<file path="src/rtl/itlb_pkg.sv">
// Shared constants for the instruction-TLB refill controller:
// PTE field positions, FSM state encoding and default parameter values.
package itlb_pkg;

    // PTE layout: bit15 = valid, bits9:0 = PPN, bits14:10 reserved
    localparam int unsigned PTE_VALID_BIT = 15;
    localparam int unsigned PTE_PPN_MSB   = 9;

    // Refill FSM state encoding
    localparam logic [1:0] ST_IDLE  = 2'd0;
    localparam logic [1:0] ST_READ  = 2'd1;
    localparam logic [1:0] ST_FILL  = 2'd2;
    localparam logic [1:0] ST_FAULT = 2'd3;

    // Defaults: page-table base, and a victim start that spares boot entries 0 and 1
    localparam logic [15:0] DEFAULT_PTBR         = 16'h0800;
    localparam int unsigned DEFAULT_RESET_VICTIM = 2;

endpackage

</file>
<file path="src/rtl/itlb_refill.sv">
// ITLB miss handler: walks a single-level page table on a fetch miss,
// installs the translation into a round-robin victim line or raises a
// page fault, and performs whole-TLB flushes from IDLE.
module itlb_refill
    import itlb_pkg::*;
#(
    parameter int unsigned            addr_width        = 16,
    parameter int unsigned            tag_bits_per_addr = 10,
    parameter int unsigned            num_tlb_lines     = 4,
    parameter logic [addr_width-1:0]  ptbr              = addr_width'(DEFAULT_PTBR),
    parameter int unsigned            reset_victim      = DEFAULT_RESET_VICTIM
) (
    input  logic                         clk,
    input  logic                         reset,
    input  logic                         miss_req,
    input  logic [tag_bits_per_addr-1:0] miss_vpn,
    input  logic                         flush,
    output logic                         mem_req,
    output logic [addr_width-1:0]        mem_addr,
    input  logic                         mem_ready,
    input  logic [15:0]                  mem_rdata,
    output logic [num_tlb_lines-1:0]     tlb_we,
    output logic [tag_bits_per_addr-1:0] tlb_wr_vpn,
    output logic [tag_bits_per_addr-1:0] tlb_wr_ppn,
    output logic                         tlb_wr_valid,
    output logic                         done,
    output logic                         page_fault,
    output logic [tag_bits_per_addr-1:0] fault_vpn
);

    localparam int unsigned VW = (num_tlb_lines > 1) ? $clog2(num_tlb_lines) : 1;

    logic [1:0]                   state;
    logic [tag_bits_per_addr-1:0] vpn_r;
    logic [tag_bits_per_addr-1:0] ppn_r;
    logic [VW-1:0]                victim;
    logic [tag_bits_per_addr-1:0] fault_vpn_r;

    // Reserved PTE bits are deliberately ignored
    logic unused_pte_bits;
    assign unused_pte_bits = ^mem_rdata[PTE_VALID_BIT-1:PTE_PPN_MSB+1];

    // FSM, PTE capture, victim pointer and fault VPN register
    always_ff @(posedge clk) begin
        if (reset) begin
            state       <= ST_IDLE;
            vpn_r       <= '0;
            ppn_r       <= '0;
            victim      <= VW'(reset_victim);
            fault_vpn_r <= '0;
        end else begin
            case (state)
                ST_IDLE: begin
                    if (!flush && miss_req) begin
                        vpn_r <= miss_vpn;
                        state <= ST_READ;
                    end
                end
                ST_READ: begin
                    if (mem_ready) begin
                        ppn_r <= tag_bits_per_addr'(mem_rdata[PTE_PPN_MSB:0]);
                        if (mem_rdata[PTE_VALID_BIT]) begin
                            state <= ST_FILL;
                        end else begin
                            // Captured here so fault_vpn is valid alongside page_fault
                            fault_vpn_r <= vpn_r;
                            state       <= ST_FAULT;
                        end
                    end
                end
                ST_FILL: begin
                    victim <= victim + VW'(1);
                    state  <= ST_IDLE;
                end
                default: begin
                    state <= ST_IDLE;
                end
            endcase
        end
    end

    // Output decode from registered state, plus the combinational flush path
    always_comb begin
        mem_req      = 1'b0;
        mem_addr     = '0;
        tlb_we       = '0;
        tlb_wr_vpn   = '0;
        tlb_wr_ppn   = '0;
        tlb_wr_valid = 1'b0;
        done         = 1'b0;
        page_fault   = 1'b0;
        case (state)
            ST_IDLE: begin
                if (flush) begin
                    tlb_we = '1;
                end
            end
            ST_READ: begin
                mem_req  = 1'b1;
                mem_addr = ptbr + addr_width'({vpn_r, 1'b0});
            end
            ST_FILL: begin
                tlb_we[victim] = 1'b1;
                tlb_wr_vpn     = vpn_r;
                tlb_wr_ppn     = ppn_r;
                tlb_wr_valid   = 1'b1;
                done           = 1'b1;
            end
            default: begin
                done       = 1'b1;
                page_fault = 1'b1;
            end
        endcase
    end

    assign fault_vpn = fault_vpn_r;

endmodule

</file>
<file path="config.mk">
export PLATFORM = sky130hd
export DESIGN_NAME = itlb_refill
export DESIGN_NICKNAME = d
export VERILOG_FILES = /design/src/rtl/itlb_pkg.sv /design/src/rtl/itlb_refill.sv
export SDC_FILE = /design/constraint.sdc
export NUM_CORES = 1
export LEC_CHECK = 0
export CAP_MARGIN = 20
export CORE_ASPECT_RATIO = 0.5
export CORE_MARGIN = 2
export CORE_UTILIZATION = 40
export CTS_BUF_LIST = sky130_fd_sc_hd__clkbuf_8
export CTS_CLUSTER_SIZE = 30
export DETAILED_ROUTE_END_ITERATION = 16
export PLACE_DENSITY_LB_ADDON = 0.08
export SLEW_MARGIN = 30
export SYNTH_ARGS = -nofsm -noshare
export SYNTH_HDL_FRONTEND = slang
export SYNTH_SLANG_ARGS = --single-unit
</file>
<file path="constraint.sdc">
create_clock -name clk -period 1.63 [get_ports clk]
set_input_delay 0.163 -clock clk [delete_from_list [all_inputs] [get_ports clk]]
set_output_delay 0.163 -clock clk [all_outputs]
set_load 0.02 [all_outputs]
</file>
==> results of run 1 <==
[cell families (layout without fill, tap and decap cells)]
group	count (synthesis)	after routing
fa+ha+maj	4	4
buf+inv	24	97
xor+xnor	1	1
flops	34	34
simple gates	109	109
other cells	1	5
compound gates	36	36
[worst max-delay path, cell delays in order, from the launching register on]
cell	delay [ps]
sky130_fd_sc_hd__dfxtp_2	350
sky130_fd_sc_hd__and2b_2	240
sky130_fd_sc_hd__buf_12	150
sky130_fd_sc_hd__and2_1	160
sky130_fd_sc_hd__clkdlybuf4s15_2	250
[power groups by stage]
stage / logic, W / clock network (W) / registers (W)
3_3_place_gp: 0.000259 / 0 / 0.000889
5_1_grt: 0.000267 / 0.000699 / 0.000875
2_1_floorplan: 0.000137 / 0 / 0.000887
3_5_place_dp: 0.000264 / 0 / 0.000890
6_report: 0.000247 / 0.000655 / 0.000871
4_1_cts: 0.000254 / 0.000670 / 0.000871
[metrics by stage]
stage	TNS (ps)	power, W	utilization [%]
global route	-3.54	0.00184	61.9
detailed placement	-317	0.00115	62.9
finish	0	0.00177	61.9
global placement	-111	0.00115	62.9
CTS	0	0.00180	65.3
floorplan	0	0.00102	-
[final cells by class]
type / count / area [sq um] / share of cell area [%]
Multi-Input combinational cell: 155 / 813 / 34.0
Tap cell: 54 / 67.6 / 2.83
Timing Repair Buffer: 87 / 723 / 30.3
Clock inverter: 2 / 12.5 / 0.524
Inverter: 2 / 7.51 / 0.314
Sequential cell: 34 / 683 / 28.6
Clock buffer: 6 / 82.6 / 3.46
[cell usage in the layout, fill, tap and decap left out]
master,n
sky130_fd_sc_hd__clkdlybuf4s15_1,5
sky130_fd_sc_hd__a21oi_1,35
sky130_fd_sc_hd__dfxtp_1,32
sky130_fd_sc_hd__buf_12,2
sky130_fd_sc_hd__clkbuf_8,6
sky130_fd_sc_hd__clkinv_2,1
sky130_fd_sc_hd__nand2b_1,1
sky130_fd_sc_hd__clkbuf_2,16
sky130_fd_sc_hd__conb_1,5
sky130_fd_sc_hd__clkdlybuf4s50_1,36
sky130_fd_sc_hd__nand4bb_1,1
sky130_fd_sc_hd__dlygate4sd2_1,5
sky130_fd_sc_hd__and2b_2,1
sky130_fd_sc_hd__buf_4,11
sky130_fd_sc_hd__or4b_1,1
sky130_fd_sc_hd__ha_1,4
sky130_fd_sc_hd__buf_2,11
sky130_fd_sc_hd__clkinvlp_4,1
sky130_fd_sc_hd__nand3b_1,1
sky130_fd_sc_hd__nor4bb_2,1
sky130_fd_sc_hd__clkdlybuf4s15_2,1
sky130_fd_sc_hd__and3b_1,1
sky130_fd_sc_hd__nor4b_4,1
sky130_fd_sc_hd__inv_1,2
sky130_fd_sc_hd__nor2b_1,1
sky130_fd_sc_hd__and2_1,31
sky130_fd_sc_hd__a211o_1,1
sky130_fd_sc_hd__dfxtp_2,2
sky130_fd_sc_hd__nand2_1,65
sky130_fd_sc_hd__nor2_1,4
sky130_fd_sc_hd__xnor2_1,1
[registers in the layout (all words and copies together), names as in the netlist]
register / flops
fault_vpn: 10
ppn_r: 10
vpn_r: 10
state: 2
victim: 2
[what timing repair did]
action | 4_1_cts | 5_1_grt
gates resized for setup | 74 | 39
hold buffers | 0 | 0
setup endpoints to repair | 38 | 34
pin swaps | 0 | 0
[layer usage]
| layer | up-vias | global-route usage [%] | wire, um |
|---|---|---|---|
| li1 | 801 | - | - |
| met1 | 699 | 20.7 | 1750 |
| met2 | 53 | 31.4 | 1960 |
| met3 | 0 | 5.14 | 296 |
| met4 | 0 | 7.35 | 0 |
| met5 | - | 0 | 0 |
[worst max-delay path by stage]
| stage | start | endpoint | slack, ps | depth (start not counted) |
|---|---|---|---|---|
| after floorplan | state[1] | tlb_wr_ppn[8] | 250 | 3 |
| after global placement | flush | tlb_we[2] | -30 | 4 |
| after detailed placement | flush | tlb_we[0] | -70 | 4 |
| after CTS | state[0] | tlb_wr_ppn[8] | 0.3 | 4 |
| after global routing | state[0] | mem_addr[10] | -4 | 4 |
| final | state[0] | tlb_wr_ppn[7] | 40 | 4 |
==> results.yml, run 1 <==
logic_synthesis:
  synth_simple_gate_area_share_pct: 34.0
  synthMuxAreaShare_pct: 0
  yosys_warnings: 0
  syn-mean-instance-area_sq_um: 7.66
  synthArstFlopShare_pct: 0
  netlist.top_cell.by_area: "sky130_fd_sc_hd__dfxtp_1"
  synth.distinct_cells: 23
  share_of_the_synthesized_area_in_the_top_cell_type_pct: 42.5
  synth_xor_xnor_area_share_pct: 0.547
  synth_enable_flop_cells: 0
  ys_seq_area_share_pct: 42.5
  main_combinational_cell_family_by_area_after_synthesis: "simple AND/OR/NAND/NOR gates"
  netlist_top_cells_count: "sky130_fd_sc_hd__nand2_1, sky130_fd_sc_hd__a21oi_1, sky130_fd_sc_hd__dfxtp_1, sky130_fd_sc_hd__and2_1, sky130_fd_sc_hd__buf_4"
  netlist_instances: 209
  synth_adder_area_share_pct: 3.13
  synth_compound_gate_area_share_pct: 11.5
  dominantRegCellSynth: "sky130_fd_sc_hd__dfxtp_1"
  post_synth_main_area_contributors: "sky130_fd_sc_hd__dfxtp_1, sky130_fd_sc_hd__nand2_1, sky130_fd_sc_hd__and2_1"
  yosys_register_bits: 34
  cell_with_the_most_instances_after_synthesis: "sky130_fd_sc_hd__nand2_1"
  netlist_area_sq_um: 1600
critical_path:
  regToRegStartpoint: "state[0]"
  timing.critical_path.to_type: "output pin"
  worstSetupPathType: "reg -> out"
  crit-reg2reg-capture: "vpn_r[4]"
  r2r_slack_ps: 190
  crit_path_start_kind: "register"
  worst-endpoint-arrival_ps: 1430
  critPathMaxFanout: 15
  worst-r2r-cell-count: 5
  worst_ep_required_time_ps: 1470
floorplan:
  die_area_sq_um: 4560
  core_region_area_sq_um: 3860
  floorplan.initialDensity_pct: 41.5
  rows: 16
  top_level_ports: 85
  floorplan.die.height_um: 48.7
  chipWidth_um: 93.5
power_and_ir_drop:
  power.share.combinational_pct: 13.9
  power_leakage_nw: 1.01
  vdd_ir_drop_max_mv: 0.448
  p_int_w: 0.00132
  total_switching_power_w: 0.000458
  p_sw_share_pct: 25.8
  cellPowerDensity_nw_per_um2: 742
  sequentialPowerShare_pct: 49.1
  share_clk_of_total_power_pct: 36.9
layout:
  antenna_cells_inserted: 0
  fillCellCount: 373
  final_nets: 320
  final_cell_count_no_fill: 340
  area_growth_syn_to_layout_pct: 49.2
  finish.instance_area_sq_um: 2390
  share_of_cells_above_drive_strength_1_pct: 18.9
route:
  remaining_drc_errors: 0
  initialDrtViolationCount: 49
  vias: 1553
  antenna_left: 0
  route.detailed.wl_per_inst_um: 11.8
  routed_wl_um: 4000
  vias_per_cell: 4.57
  drt_first_pass_iters: 4
outcome:
  run_status: "finished, final reports clean"
sta:
  fmax_ghz: 0.628
  timing.final.crit_period_ps: 1590
  whs_ps: 419
  report.final.slew_viol_count: 0
  fin_crit_sh_pct: 97.7
  timing_hold_violations_final: 0
  worst_clock_skew_ps: 4.75
  count_of_endpoints_failing_setup_in_the_final_report: 0
  postLayoutSetupSlackWorst_ps: 37.3
grt:
  grt_first_pass_wirelength_um: 6310
  grt_max_degree: 35
  antenna_found_initial: 0
  groute.usage.overall_pct: 18.0
  grt_remaining_overflow: 0
  first_global_vias: 1406
clock_network:
  cts_buffers: 5
  clock_tree_from_tritoncts: "yes"
  ctsLongestPathBuffers: 2
  worstSkewPairLatency_ps: 290
  cts.repair_timing.setup_buffer_count: 0
  cts_max_level: 2
  clock_tree.root_cell: "sky130_fd_sc_hd__clkbuf_8"
  cts.sink_count: 34
  clock_input_transition_at_the_sequential_cells_of_the_worst_setup_and_hold_paths_ps: 70
placement:
  place_hpwl_um: 2810
  dp_cells: 332
  pre_cts_slack_ps: -66.3
  gp_routability_congestion: 0.721
  placed_cell_area_sq_um: 2430
  io_buffers: 74
min_path:
  hold_path_end: "ppn_r[7]"
  holdCritPathClass: "in -> reg"
  hold_start: "mem_rdata[7]"
  timing.hold.worst_path_depth: 3
job:
  max-cap-violations: 0
(Power assumes the default switching activity.)
==> run 2, diff against run 1 <==
REMOVE_ABC_BUFFERS = 1   (was default)
==> run 2 against run 1 <==
  * Via count down 0.52%
  * Setup slack gained 26 ps
  * Sequential power is essentially flat
  * Critical path depth shrank 2
  * Die area unchanged
  * Critical endpoint is now done
  * Largest cell class unchanged
  * Clock power decreased by 5.6%
==> results.yml, run 2 (synthesized netlist as in run 1, its figures left out) <==
outcome:
  run_status: "finished, final reports clean"
sta:
  fmax_ghz: 0.638
  setup_repair_after_global_routing_missed_its_margin: "no"
  count_of_endpoints_failing_setup_in_the_final_report: 0
  postLayoutSetupSlackWorst_ps: 63.1
  fin_crit_sh_pct: 96.1
  worst_clock_skew_ps: 5.53
  report.final.slew_viol_count: 0
  timing.final.crit_period_ps: 1570
  timing_hold_violations_final: 0
critical_path:
  critPathMaxFanout: 8
  crit_path_start_kind: "register"
  path_delay_family: "buffers and inverters"
  critical_path.cell_chain: "buf_4, clkdlybuf4s50_1"
  worstSetupPathType: "reg -> out"
  worstPathBufferInverterCount: 2
  worst_ep_required_time_ps: 1470
  worst-endpoint-arrival_ps: 1400
  timing.critical_path.to_type: "output pin"
  slowest_stage: "sky130_fd_sc_hd__clkdlybuf4s50_1"
  critPathMaxStageDelay_ps: 600
clock_network:
  worstSkewPairLatency_ps: 280
  cts_buffers: 5
  cts.sink_count: 34
  clock_tree.root_cell: "sky130_fd_sc_hd__clkbuf_8"
  clock_tree_from_tritoncts: "yes"
  ctsLongestPathBuffers: 2
  cts.repair_timing.setup_buffer_count: 0
  postCtsHoldBufs: 0
  clock_input_transition_at_the_sequential_cells_of_the_worst_setup_and_hold_paths_ps: 70
  cts_max_level: 2
route:
  routed_wl_um: 3970
  vias: 1545
  route.detailed.wl_per_inst_um: 11.7
  vias_per_cell: 4.54
  remaining_drc_errors: 0
  drt_first_pass_iters: 4
  initialDrtViolationCount: 60
  antenna_left: 0
grt:
  grt_first_pass_wirelength_um: 6420
  first_global_vias: 1491
  grt_max_degree: 35
  antenna_found_initial: 0
  groute.usage.overall_pct: 18.2
  grt_remaining_overflow: 0
placement:
  gp_routability_congestion: 0.724
  place_hpwl_um: 2830
  pre_cts_slack_ps: -103
  io_buffers: 74
  placed_cell_area_sq_um: 2420
layout:
  area_growth_syn_to_layout_pct: 51.3
  layout.cells.most_common_list: "sky130_fd_sc_hd__nand2_1, sky130_fd_sc_hd__clkdlybuf4s50_1, sky130_fd_sc_hd__a21oi_1"
  mostFrequentLayoutCell: "sky130_fd_sc_hd__nand2_1"
  finish.instance_area_sq_um: 2420
  final_nets: 320
  antenna_cells_inserted: 0
  share_of_cells_above_drive_strength_1_pct: 18.9
floorplan:
  die_area_sq_um: 4560
  floorplan.die.height_um: 48.7
  floorplan.initialDensity_pct: 41.5
  rows: 16
  core_region_area_sq_um: 3860
  chipWidth_um: 93.5
  top_level_ports: 85
power_and_ir_drop:
  power_leakage_nw: 1.01
  cellPowerDensity_nw_per_um2: 717
  vdd_ir_drop_max_mv: 0.457
min_path:
  holdCritPathClass: "in -> reg"
job:
  max-cap-violations: 0
run 2: worst reg2reg max path, stage by stage, from the launching register on:
cell and delay [ps]:
sky130_fd_sc_hd__dfxtp_2 330, sky130_fd_sc_hd__buf_4 150, sky130_fd_sc_hd__or4b_1 720, sky130_fd_sc_hd__nand2_1 150, sky130_fd_sc_hd__a21oi_1 70
run 2: layout make-up:
cell class | instances | area [sq um]
Clock buffer | 6 | 82.6
Clock inverter | 2 | 8.76
Fill cell | 382 | 1440
Inverter | 2 | 7.51
Multi-Input combinational cell | 155 | 812
Sequential cell | 34 | 682
Tap cell | 54 | 67.6
Timing Repair Buffer | 87 | 763
run 2: power breakdown:
group | total [W] | internal (W) | leakage, nW | switching [W]
registers | 0.000872 | 0.000855 | 0.276 | 0.0000169
clock network | 0.000618 | 0.000334 | 0.0524 | 0.000284
logic | 0.000248 | 0.000121 | 0.684 | 0.000127
run 2: worst paths after layout:
kind	start	to	slack, ps	depth (start not counted)
setup reg to reg	state[0]	vpn_r[1]	100	4
hold reg to reg	ppn_r[5]	ppn_r[5]	450	2
hold / removal	mem_rdata[2]	ppn_r[2]	420	3
setup / recovery	state[1]	done	60	2
run 2: layer usage:
layer	vias up	share of wire [%]	GRT usage (%)	wire (um)
li1	798	-	-	-
met1	695	45	20.0	1780
met2	48	48	32.7	1920
met3	4	6.4	5.76	253
met4	0	0.55	7.35	22
met5	-	0	0	0
run 2: stage by stage:
stage                     utilization (%)  cells  total power [W]  hold slack (ps)  TNS [ps]
after floorplan                         -    191         0.000990              232     -3420
after global placement               62.6    332          0.00115              437      -734
after detailed placement             62.6    332          0.00115              444     -1200
after CTS                            65.3    340          0.00176              421         0
after global routing                 62.7    340          0.00182              434         0
final                                62.7    340          0.00174              423         0
run 2: repair_timing:
item / CTS / global route
gates resized for setup: 85 / 27
endpoints found under the setup margin: 38 / 25
cloned: 0 / 0
